`src/rtl/mostra_sequencia_pkg.sv`:
```
// Shared definitions for the sequence presenter: state codes shown on db_estado
// and a helper that sizes the phase timer.
package mostra_sequencia_pkg;

    typedef enum logic [3:0] {
        INICIAL = 4'd0,
        CARREGA = 4'd1,
        LE      = 4'd2,
        ACENDE  = 4'd3,
        APAGA   = 4'd4,
        PROXIMO = 4'd5,
        FIM     = 4'd6
    } estado_t;

    // Bits needed to hold the terminal count (max-1) of the longer phase.
    function automatic int tempo_largura(input int a, input int b);
        int m;
        m = (a > b) ? a : b;
        return (m < 2) ? 1 : $clog2(m);
    endfunction

endpackage

```
`src/rtl/mostra_sequencia_temporizador.sv`:
```
// Phase timer: counts 0..i_ultimo while enabled and flags the terminal count.
module mostra_sequencia_temporizador #(
    parameter int W = 10
) (
    input  logic         clock,
    input  logic         reset,
    input  logic         i_limpa,
    input  logic         i_habilita,
    input  logic [W-1:0] i_ultimo,
    output logic         o_fim
);

    logic [W-1:0] r_contagem;

    assign o_fim = i_habilita && (r_contagem == i_ultimo);

    always_ff @(posedge clock) begin
        if (reset || i_limpa) begin
            r_contagem <= '0;
        end else if (i_habilita) begin
            r_contagem <= o_fim ? '0 : r_contagem + 1'b1;
        end
    end

endmodule

```
`src/rtl/mostra_sequencia.sv`:
```
// Sequence presenter: walks the ROM from 0 to the captured limit, lighting each
// value for T_ON cycles followed by T_OFF dark cycles, then pulses pronto.
module mostra_sequencia
    import mostra_sequencia_pkg::*;
#(
    parameter int T_ON  = 1000,
    parameter int T_OFF = 500
) (
    input  logic       clock,
    input  logic       reset,
    input  logic       iniciar,
    input  logic [3:0] limite,
    input  logic [3:0] rom_dado,
    output logic [3:0] rom_endereco,
    output logic [3:0] leds,
    output logic       ocupado,
    output logic       pronto,
    output logic [3:0] db_estado
);

    localparam int W = tempo_largura(T_ON, T_OFF);
    localparam logic [W-1:0] C_ULT_ON  = W'(T_ON - 1);
    localparam logic [W-1:0] C_ULT_OFF = W'(T_OFF - 1);

    estado_t    r_estado;
    logic [3:0] r_endereco;
    logic [3:0] r_limite;
    logic [3:0] r_leds;
    logic       r_ocupado;
    logic       r_pronto;

    logic         w_fim;
    logic         w_limpa;
    logic         w_habilita;
    logic [W-1:0] w_ultimo;

    // One timer serves both phases; it restarts when a value is loaded and
    // again at the end of the lit phase so the dark phase starts from zero.
    assign w_habilita = (r_estado == ACENDE) || (r_estado == APAGA);
    assign w_limpa    = (r_estado == LE) || ((r_estado == ACENDE) && w_fim);
    assign w_ultimo   = (r_estado == ACENDE) ? C_ULT_ON : C_ULT_OFF;

    mostra_sequencia_temporizador #(
        .W (W)
    ) u_temporizador (
        .clock      (clock),
        .reset      (reset),
        .i_limpa    (w_limpa),
        .i_habilita (w_habilita),
        .i_ultimo   (w_ultimo),
        .o_fim      (w_fim)
    );

    always_ff @(posedge clock) begin
        if (reset) begin
            r_estado   <= INICIAL;
            r_endereco <= 4'd0;
            r_limite   <= 4'd0;
            r_leds     <= 4'd0;
            r_ocupado  <= 1'b0;
            r_pronto   <= 1'b0;
        end else begin
            r_pronto <= 1'b0;
            case (r_estado)
                INICIAL: begin
                    r_endereco <= 4'd0;
                    r_leds     <= 4'd0;
                    if (iniciar) begin
                        r_limite  <= limite;
                        r_ocupado <= 1'b1;
                        r_estado  <= CARREGA;
                    end
                end
                CARREGA: r_estado <= LE;
                LE: begin
                    r_leds   <= rom_dado;
                    r_estado <= ACENDE;
                end
                ACENDE: begin
                    if (w_fim) begin
                        r_leds   <= 4'd0;
                        r_estado <= APAGA;
                    end
                end
                APAGA: begin
                    if (w_fim) r_estado <= PROXIMO;
                end
                PROXIMO: begin
                    // Compare before increment so limite=15 never wraps the address.
                    if (r_endereco == r_limite) begin
                        r_pronto <= 1'b1;
                        r_estado <= FIM;
                    end else begin
                        r_endereco <= r_endereco + 4'd1;
                        r_estado   <= CARREGA;
                    end
                end
                FIM: begin
                    r_endereco <= 4'd0;
                    r_ocupado  <= 1'b0;
                    r_estado   <= INICIAL;
                end
                default: r_estado <= INICIAL;
            endcase
        end
    end

    assign rom_endereco = r_endereco;
    assign leds         = r_leds;
    assign ocupado      = r_ocupado;
    assign pronto       = r_pronto;
    assign db_estado    = r_estado;

endmodule
```
`config.mk`:
```
export PLATFORM = sky130hd
export DESIGN_NAME = mostra_sequencia
export DESIGN_NICKNAME = d
export VERILOG_FILES = /design/src/rtl/mostra_sequencia_pkg.sv /design/src/rtl/mostra_sequencia_temporizador.sv /design/src/rtl/mostra_sequencia.sv
export SDC_FILE = /design/constraint.sdc
export NUM_CORES = 1
export LEC_CHECK = 0
export CORE_MARGIN = 2
export CORE_UTILIZATION = 30
export CTS_CLUSTER_DIAMETER = 120
export DETAILED_ROUTE_END_ITERATION = 7
export PLACE_DENSITY = 0.55
export SYNTH_ARGS = -nofsm -noshare
export SYNTH_HDL_FRONTEND = slang
export SYNTH_SLANG_ARGS = --single-unit
```
`constraint.sdc`:
```
create_clock -name clock -period 3.2 [get_ports clock]
set_clock_uncertainty 0.15 [all_clocks]
set_input_delay 0.64 -clock clock [delete_from_list [all_inputs] [get_ports clock]]
set_output_delay 0.64 -clock clock [all_outputs]
set_load 0.03 [all_outputs]
```
==> out/metrics.cfg <==
[floorplan]
row_count = 25
initial_utilization_pct = 31.2
coreArea_um2 = 4720
die_w_um = 74.0
die_area_um2 = 5480
ioPinCount = 25
die_height_um = 74.0

[synth]
yosysMostFrequentCell = dfxtp_1
synthFlopType = dfxtp_1
synth_fp_nets = 176
avgSynthCellArea_um2 = 9.03
ys_top_cells_by_count = dfxtp_1, nand2_1, xnor2_1
synth_top_family_by_area = compound AO/OA/AOI/OAI gates
synth_top_area_share_pct = 36.7
ys_ff_latch = 27
syn_inst = 163
synth-simple-area-share_pct = 20.2
synthArstFlopShare_pct = 0
syn_area_um2 = 1470
yosys_warnings = 0
synth_top_area_cell = dfxtp_1
synth_compound_area_share_pct = 26.6
yosysSeqAreaShare_pct = 36.7
synth_cell_types = 50
yosys.area_share.adder_pct = 1.70
synth_area_leaders = dfxtp_1, xnor2_1, nand2_1, a211oi_1, mux2i_1
synthMuxAreaShare_pct = 4.34
synth_xor_area_share_pct = 6.55
synth-edff-count = 0

[clock_network]
cts_buffers = 3
cts_root_buffer = clkbuf_8
cts_tree = done
clk_pin_slew_worst_paths_ns = 0.10
clk_latency_ns = 0.27
clockBufferDepth = 2
cts_setup_buffers = 0
cts_hold_buf = 0
htreeDepth = 1
clock_sinks = 27
ctsResizeCount = 0

[route]
first_pass_iters = 4
via_per_inst = 5.20
drt-initial-drc-count = 72
postRouteWirelength_um = 3470
ant_nets = 0
drc_errors = 0
vias = 1300
wire_per_inst_um = 13.9

[global_route]
gr-total-overflow = 0
grt_max_degree = 17
grt_use_total_pct = 13.5
antenna_found_initial = 0
grt_pass1_vias = 1231
grt_pass1_wl_um = 5840

[layout]
finalNetCount = 197
design_area_um2 = 1810
final_util_pct = 38.3
area_growth_pct = 23.0
antenna_cells = 0
drive_above_1_share_pct = 8.20

[power_and_ir_drop]
p_leak_nw = 0.540
p_total_mw = 0.678
power.density_nw_per_um2 = 375
peakVddDrop_uv = 191

[timing]
rsz0062_at_grt = no
hold_viol = 0
post-route-period-util_pct = 78.3
fmax_mhz = 399
fin_crit_ns = 2.50
fin_setup_tns_ns = 0
report.final.slew_viol_count = 0
maxSlewHeadroom_pct = 56.3
finalSetupViolCount = 0
tightest_slew_ns = 0.654

[hold_path]
hold_path.class = reg2reg

[placement]
port_buffers = 23
hpwl_um = 2500
dpl_cell_area_um2 = 1770
place_congestion = 0.831

[setup_path]
path_delay_family = buffers and inverters
worstPathArrival_ns = 1.71
max_stage_delay_ns = 0.79
cp-end-kind = primary output
worstPathMaxFanout = 15
start_kind = register
path_cells = clkdlybuf4s50_1
path_buf_inv = 1
crit_slowest_cell = clkdlybuf4s50_1
worstPathRequired_ns = 2.41
path_class = reg2out

[flow_run]
drv_cap = 0

[run_status]
run_status = completed

-- stage by stage --
step                      worst slack (ns)  instances  hold slack [ns]
after CTS                            0.684        250            0.340
after floorplan                       1.19        163            0.320
after detailed placement             0.770        246            0.325
final                                0.696        250            0.339
after global placement               0.817        246            0.311
after global routing                 0.548        250            0.374
-- sequential cells by signal (all words and copies together), names as in the netlist --
signal,cells
u_temporizador.r_contagem,10
leds,4
r_limite,4
rom_endereco,4
db_estado,3
ocupado,1
pronto,1
-- layout make-up --
type / count / area, um^2
flip-flops and latches: 27 / 541
clock buffers: 4 / 45.0
multi-input cells: 123 / 877
repair buffers: 26 / 253
well taps: 67 / 83.8
fillers: 482 / 2910
inverters: 3 / 11.3
-- cells by family (layout without fill, tap and decap cells) --
group	Yosys count	count (layout)
simple gates	55	55
compound gates	48	48
flops	27	27
buf+inv	13	33
xor+xnor	11	11
mux	6	6
fa+ha+maj	2	2
other cells	1	1
-- path summary, 6_finish.rpt --
check	start	endpoint	slack [ns]	cells past startpoint
setup / recovery	db_estado[2]	db_estado[2]	0.70	1
hold / removal	leds[0]	leds[0]	0.34	2
setup reg to reg	db_estado[2]	u_temporizador.r_contagem[1]	0.71	5
hold reg to reg	leds[0]	leds[0]	0.34	2
-- cells in the final DEF, fill, tap and decap left out, types with 4 or more instances in the layout --
cell type	n
a211oi_1	7
dfxtp_1	27
nand2b_1	4
xnor2_1	11
o21ai_0	9
nor2_1	10
a32oi_1	4
a21oi_1	5
clkdlybuf4s50_1	23
or3_1	4
nand2_1	15
mux2i_1	5
-- power breakdown --
group	switching, mW	total [mW]	internal [mW]
clock	0.107	0.196	0.0892
combinational	0.0646	0.116	0.0515
sequential	0.0185	0.366	0.347
total	0.190	0.678	0.488
-- routing by layer --
layer | global-route usage (%) | part of all wire, % | vias to the layer above | wire, um
li1 | - | - | 647 | -
met1 | 18.3 | 46 | 627 | 1600
met2 | 22.3 | 49 | 22 | 1710
met3 | 2.17 | 3.2 | 4 | 112
met4 | 3.84 | 1.3 | 0 | 44
met5 | 0 | 0 | - | 0
(Power assumes the default switching activity.)
